==> src/rtl/gpio_pkg.sv <==
// Register map offsets and word geometry shared by the Wishbone GPIO block.
package gpio_pkg;

    localparam int WORD_W = 32;

    localparam logic [7:0] OFS_OUT_LO = 8'h00;
    localparam logic [7:0] OFS_OUT_HI = 8'h04;
    localparam logic [7:0] OFS_OEB_LO = 8'h08;
    localparam logic [7:0] OFS_OEB_HI = 8'h0C;
    localparam logic [7:0] OFS_IN_LO  = 8'h10;
    localparam logic [7:0] OFS_IN_HI  = 8'h14;
    localparam logic [7:0] OFS_IEN_LO = 8'h18;
    localparam logic [7:0] OFS_IEN_HI = 8'h1C;
    localparam logic [7:0] OFS_IST_LO = 8'h20;
    localparam logic [7:0] OFS_IST_HI = 8'h24;

    // Expands Wishbone byte selects into a per-bit write mask.
    function automatic logic [WORD_W-1:0] lane_mask(input logic [3:0] sel);
        logic [WORD_W-1:0] m;
        for (int b = 0; b < 4; b++) begin
            m[8*b +: 8] = {8{sel[b]}};
        end
        return m;
    endfunction

endpackage

==> src/rtl/gpio_sync_edge.sv <==
// Two-flop pad synchronizer with rising-edge detect, gated until a reset settle count saturates.
// Latency: sync_o 2 cycles after a pad change; rise_o asserted combinationally in the following cycle.
// Backpressure: none, free-running every cycle.
module gpio_sync_edge #(
    parameter int W = 1
) (
    input  logic         clk_i,
    input  logic         rst_i,
    input  logic [W-1:0] async_i,
    output logic [W-1:0] sync_o,
    output logic [W-1:0] rise_o
);

    logic [W-1:0] meta_q;
    logic [W-1:0] sync_q;
    logic [W-1:0] prev_q;
    logic [1:0]   settle_q;

    always_ff @(posedge clk_i or posedge rst_i) begin
        if (rst_i) begin
            meta_q   <= '0;
            sync_q   <= '0;
            prev_q   <= '0;
            settle_q <= 2'd0;
        end else begin
            meta_q <= async_i;
            sync_q <= meta_q;
            prev_q <= sync_q;
            if (settle_q != 2'd3) begin
                settle_q <= settle_q + 2'd1;
            end
        end
    end

    // Pads already high at reset look like a rise once; the settle count hides that.
    assign sync_o = sync_q;
    assign rise_o = (settle_q == 2'd3) ? (sync_q & ~prev_q) : '0;

endmodule

==> src/rtl/gpio_wb_ctrl.sv <==
// Wishbone slave GPIO: output/enable registers, synchronized inputs, rising-edge status with W1C and level irq.
// Latency: ack one cycle after selection; pad rise reaches status in 3 cycles, irq_o in 4.
// Backpressure: none; a held strobe is acked every second cycle since the ack blocks reselection.
module gpio_wb_ctrl
    import gpio_pkg::*;
#(
    parameter logic [31:0] BASE_ADDR = 32'h3000_0000,
    parameter int          NGPIO     = 38
) (
    input  logic             clk_i,
    input  logic             rst_i,
    input  logic             wbs_stb_i,
    input  logic             wbs_cyc_i,
    input  logic             wbs_we_i,
    input  logic [3:0]       wbs_sel_i,
    input  logic [31:0]      wbs_dat_i,
    input  logic [31:0]      wbs_adr_i,
    output logic             wbs_ack_o,
    output logic [31:0]      wbs_dat_o,
    input  logic [NGPIO-1:0] gpio_i,
    output logic [NGPIO-1:0] gpio_o,
    output logic [NGPIO-1:0] gpio_oeb_no,
    output logic             irq_o
);

    logic [NGPIO-1:0]  out_q, oeb_q, ien_q, ist_q;
    logic [NGPIO-1:0]  in_sync, rise;
    logic [NGPIO-1:0]  wdata, wmask_lo, wmask_hi;
    logic [NGPIO-1:0]  m_out, m_oeb, m_ien, m_ist;
    logic [WORD_W-1:0] lmask, rd_dat;
    logic [7:0]        ofs;
    logic              hit, wr;

    gpio_sync_edge #(.W(NGPIO)) u_sync (
        .clk_i   (clk_i),
        .rst_i   (rst_i),
        .async_i (gpio_i),
        .sync_o  (in_sync),
        .rise_o  (rise)
    );

    assign ofs   = wbs_adr_i[7:0];
    assign hit   = wbs_cyc_i && wbs_stb_i && (wbs_adr_i[31:8] == BASE_ADDR[31:8]) && !wbs_ack_o;
    assign wr    = hit && wbs_we_i;
    assign lmask = lane_mask(wbs_sel_i);

    // Map the 32-bit bus word onto pad bits: LO covers [31:0], HI covers [NGPIO-1:32].
    always_comb begin
        for (int i = 0; i < NGPIO; i++) begin
            wdata[i]    = wbs_dat_i[i % WORD_W];
            wmask_lo[i] = (i < WORD_W) && lmask[i % WORD_W];
            wmask_hi[i] = (i >= WORD_W) && lmask[i % WORD_W];
        end
    end

    function automatic logic [NGPIO-1:0] word_mask(input logic en, input logic [7:0] at,
                                                   input logic [7:0] lo_ofs, input logic [7:0] hi_ofs,
                                                   input logic [NGPIO-1:0] lo_m, input logic [NGPIO-1:0] hi_m);
        if (!en)          return '0;
        if (at == lo_ofs) return lo_m;
        if (at == hi_ofs) return hi_m;
        return '0;
    endfunction

    function automatic logic [WORD_W-1:0] hi_word(input logic [NGPIO-1:0] v);
        return WORD_W'(v[NGPIO-1:WORD_W]);
    endfunction

    assign m_out = word_mask(wr, ofs, OFS_OUT_LO, OFS_OUT_HI, wmask_lo, wmask_hi);
    assign m_oeb = word_mask(wr, ofs, OFS_OEB_LO, OFS_OEB_HI, wmask_lo, wmask_hi);
    assign m_ien = word_mask(wr, ofs, OFS_IEN_LO, OFS_IEN_HI, wmask_lo, wmask_hi);
    assign m_ist = word_mask(wr, ofs, OFS_IST_LO, OFS_IST_HI, wmask_lo, wmask_hi);

    always_comb begin
        rd_dat = '0;
        case (ofs)
            OFS_OUT_LO: rd_dat = out_q[WORD_W-1:0];
            OFS_OUT_HI: rd_dat = hi_word(out_q);
            OFS_OEB_LO: rd_dat = oeb_q[WORD_W-1:0];
            OFS_OEB_HI: rd_dat = hi_word(oeb_q);
            OFS_IN_LO:  rd_dat = in_sync[WORD_W-1:0];
            OFS_IN_HI:  rd_dat = hi_word(in_sync);
            OFS_IEN_LO: rd_dat = ien_q[WORD_W-1:0];
            OFS_IEN_HI: rd_dat = hi_word(ien_q);
            OFS_IST_LO: rd_dat = ist_q[WORD_W-1:0];
            OFS_IST_HI: rd_dat = hi_word(ist_q);
            default:    rd_dat = '0;
        endcase
    end

    always_ff @(posedge clk_i or posedge rst_i) begin
        if (rst_i) begin
            out_q     <= '0;
            oeb_q     <= '1;
            ien_q     <= '0;
            ist_q     <= '0;
            irq_o     <= 1'b0;
            wbs_ack_o <= 1'b0;
            wbs_dat_o <= '0;
        end else begin
            wbs_ack_o <= hit;
            wbs_dat_o <= (hit && !wbs_we_i) ? rd_dat : '0;
            out_q     <= (out_q & ~m_out) | (wdata & m_out);
            oeb_q     <= (oeb_q & ~m_oeb) | (wdata & m_oeb);
            ien_q     <= (ien_q & ~m_ien) | (wdata & m_ien);
            // A same-cycle edge re-sets a bit the W1C is clearing.
            ist_q     <= (ist_q & ~(m_ist & wdata)) | rise;
            irq_o     <= |(ist_q & ien_q);
        end
    end

    assign gpio_o      = out_q;
    assign gpio_oeb_no = oeb_q;

endmodule

==> config.mk <==
export PLATFORM = sky130hd
export DESIGN_NAME = gpio_wb_ctrl
export DESIGN_NICKNAME = d
export VERILOG_FILES = /design/src/rtl/gpio_pkg.sv /design/src/rtl/gpio_sync_edge.sv /design/src/rtl/gpio_wb_ctrl.sv
export SDC_FILE = /design/constraint.sdc
export NUM_CORES = 1
export LEC_CHECK = 0
export CORE_MARGIN = 4
export CORE_UTILIZATION = 50
export CTS_BUF_LIST = sky130_fd_sc_hd__clkbuf_16
export CTS_CLUSTER_SIZE = 24
export DETAILED_ROUTE_END_ITERATION = 6
export PLACE_DENSITY_LB_ADDON = 0.25
export REMOVE_ABC_BUFFERS = 1
export SYNTH_ARGS = -nofsm -noshare
export SYNTH_HDL_FRONTEND = slang
export SYNTH_SLANG_ARGS = --single-unit
==> constraint.sdc <==
create_clock -name clk_i -period 23.6 [get_ports clk_i]
set_input_delay 4.72 -clock clk_i [delete_from_list [all_inputs] [get_ports clk_i]]
set_output_delay 4.72 -clock clk_i [all_outputs]
set_load 0.02 [all_outputs]
==> impl_results.md <==
- Grt total ovfl: 0
- Worst path cell trace: clkdlybuf4s50_1 > nor2b_1 > nand3_1 > nor4_2 > a31oi_1
- Site Rows: 56
- Detailed Route WL: 33700 um
- TritonCTS Sinks: 302
- DR DRC count: 0
- Average cell area after synthesis: 13.8 sq um
- Largest cells by area after synthesis: dfrtp_1 55%, mux2_2 11%, dfstp_2 8.3%
- CTS Buf Count: 30
- Largest delay share family, worst path: simple AND/OR/NAND/NOR gates
- Synth unique cells: 55
- Buf/Inv on CP: 1
- Initial DRT Pass Iterations: 6
- Synth area leader: dfrtp_1
- GP Congestion: 0.910
- Most common cell after layout, fill and taps aside: dfrtp_1
- Max-Cap Viols: 0
- CP endpoint kind: flip-flop
- Post-synth top flop: dfrtp_1
- Post-CTS Hold Fix Bufs: 0
- # IOs: 221
- Leakage: 6.52 nW
- Die W: 163 um
- Period Utilization, post-route: 33.6%
- End of the worst hold path: u_sync.sync_o[7]
- Hold crit path type: flip-flop to flip-flop
- Ratio of cells with drive above 1 in the final layout: 20.9%
- H-tree lvl count: 1
- Combined area of all synthesized cells: 12100 sq um
- Area Growth Syn to Fin: 28.7%
- GR Util All Layers: 25.1%
- Initial antenna violation count: 3
- Largest net degree at the start of global routing: 115
- Mapped Cells: 876
- Initial drt markers: 813
- Fmax: 126 MHz
- Power per cell area: 66.1 nW/um^2
- Critical Path AT: 8300 ps
- ANT nets after route: 0
- CTS resizes: 0
- Post-synthesis sequential area ratio: 63.0%
- Reg2Reg Launch Point: wbs_ack_o
- Pins Over Slew Limit: 0
- Final Hold Viols: 0
- Ys Warns: 0
- Final HPWL DP: 22800 um
- CTS Root Cell: clkbuf_16
- Tmin final: 7920 ps
- Initial Util: 51.1%
- Port bufs: 220
- DR WL/cell: 23.4 um
- Crit-path max FO: 25
- Yosys top cell area share: 54.8%
- Startpoint types: input pin
- TNS Setup: 0 ps
- Fin Clk Skew: 18.5 ps
- Post-synthesis async set-or-reset flop share: 100%
- WS Path Type: input pin to flip-flop
- Clk buf depth: 3
- Crit-path slowest cell: nor4_2
- Vias in the first global route: 8803
- Setup-failing EPs final: 0
- CP required: 23980 ps
- Clock transition at the registers of the reported paths: 60 ps
- Worst Tran Pin Value: 1180 ps
- R2r setup slk: 20590 ps
- Worst Hold Depth: 0
- First-pass GRT wire length: 51800 um
- #FFs+latches synth: 302
- Avg Vias per Cell: 5.94
- Most frequent cells in the layout: 264 x dfrtp_1, 220 x clkdlybuf4s50_1, 116 x mux2_2
- Number of synthesized flops with an enable pin: 0
- Maximum VDD drop: 0.0419 mV
- Design Power: 1.03 mW
- Core area: 23600 sq um
- Status: finished, final reports clean
- Slew HR: 21.0%
- Clock Latency Late Sink: 550 ps
- Hold Crit Start: u_sync.meta_q[7]
- Die footprint: 26700 sq um
- CTS tree: done
- RSZ-0062 raised after global routing: no
- # Post-CTS Setup Buffers: 0
- Critical path's largest stage delay: 1020 ps
- Vias after detailed routing: 8548
- Register-to-Register Path Depth: 4
- Start point of the critical path: wbs_adr_i[4]
- Final nets: 1206
- Die height: 163 um
## synth_stat cells (all sizes together), types with 9 or more instances
library cell,number
clkbuf,36
or4,26
dfrtp,264
dfstp,38
nand3b,10
buf,9
inv,35
a31oi,27
nor4,21
a22oi,63
nand2,55
a32o,25
mux2,121
nor2,20
a21oi,14
## worst register-to-register path: cells and delay by family (launching register included)
kind,cells,cell delay [ps]
flops,1,410
mux,1,420
simple gates,3,2100
## power breakdown
part | switching [mW] | internal, mW | total, mW
sequential | 0.00493 | 0.528 | 0.533
clock | 0.189 | 0.257 | 0.446
combinational | 0.0255 | 0.0213 | 0.0468
total | 0.219 | 0.807 | 1.03
## per-layer routing
layer  share of wire [%]  routed length, um  up-vias  GRT usage, %
li1                    -                  -     3758             -
met1                  42              14100     4337          35.3
met2                  47              15800      388          39.4
met3                 8.1               2740       65          5.25
met4                 3.1               1060        0          8.20
met5                   0                  0        -             0
## kinds of logic (layout without fill, tap and decap cells)
kind of cell | Yosys count | in the layout | share of synthesized area [%]
adder cells (fa/ha/maj) | 1 | 1 | 0.104
other | 0 | 3 | 0
AND/OR/NAND/NOR | 193 | 193 | 11.4
XOR/XNOR | 1 | 1 | 0.0726
buffers and inverters | 80 | 321 | 2.60
AO/OA/AOI/OAI | 172 | 172 | 11.0
multiplexers | 127 | 127 | 11.8
flip-flops | 302 | 302 | 63.0
## per-stage QoR
step | instance area, sq um | hold slack (ps) | util [%] | setup WS (ps) | cells
6_report | 15500 | 338 | 65.7 | 15680 | 1439
5_1_grt | 15500 | 352 | 65.7 | 15560 | 1439
4_1_cts | 15500 | 343 | 65.7 | 15800 | 1436
3_5_place_dp | 14600 | 335 | 61.8 | 15250 | 1381
3_3_place_gp | 14600 | 333 | 61.8 | 15350 | 1381
2_1_floorplan | 11900 | 331 | - | 10600 | 831
## final cells by class
cell class              instances  area [sq um]
fillers                      1769          8090
well taps                     319           399
repair buffers                231          2280
flip-flops and latches        302          7600
inverters                      35           139
clock buffers                  31           776
diodes                          3          7.51
multi-input cells             494          4160
clock inverters                24           156
## worst max path at each step
stage / cells after the start / slack (ps) / endpoint
3_3_place_gp: 5 / 15350 / ist_q[6]
5_1_grt: 5 / 15560 / ist_q[6]
6_report: 5 / 15680 / ist_q[7]
2_1_floorplan: 1 / 10600 / async pin
3_5_place_dp: 5 / 15250 / ist_q[6]
4_1_cts: 5 / 15800 / ist_q[6]
Power figures use the tool's default switching activity.
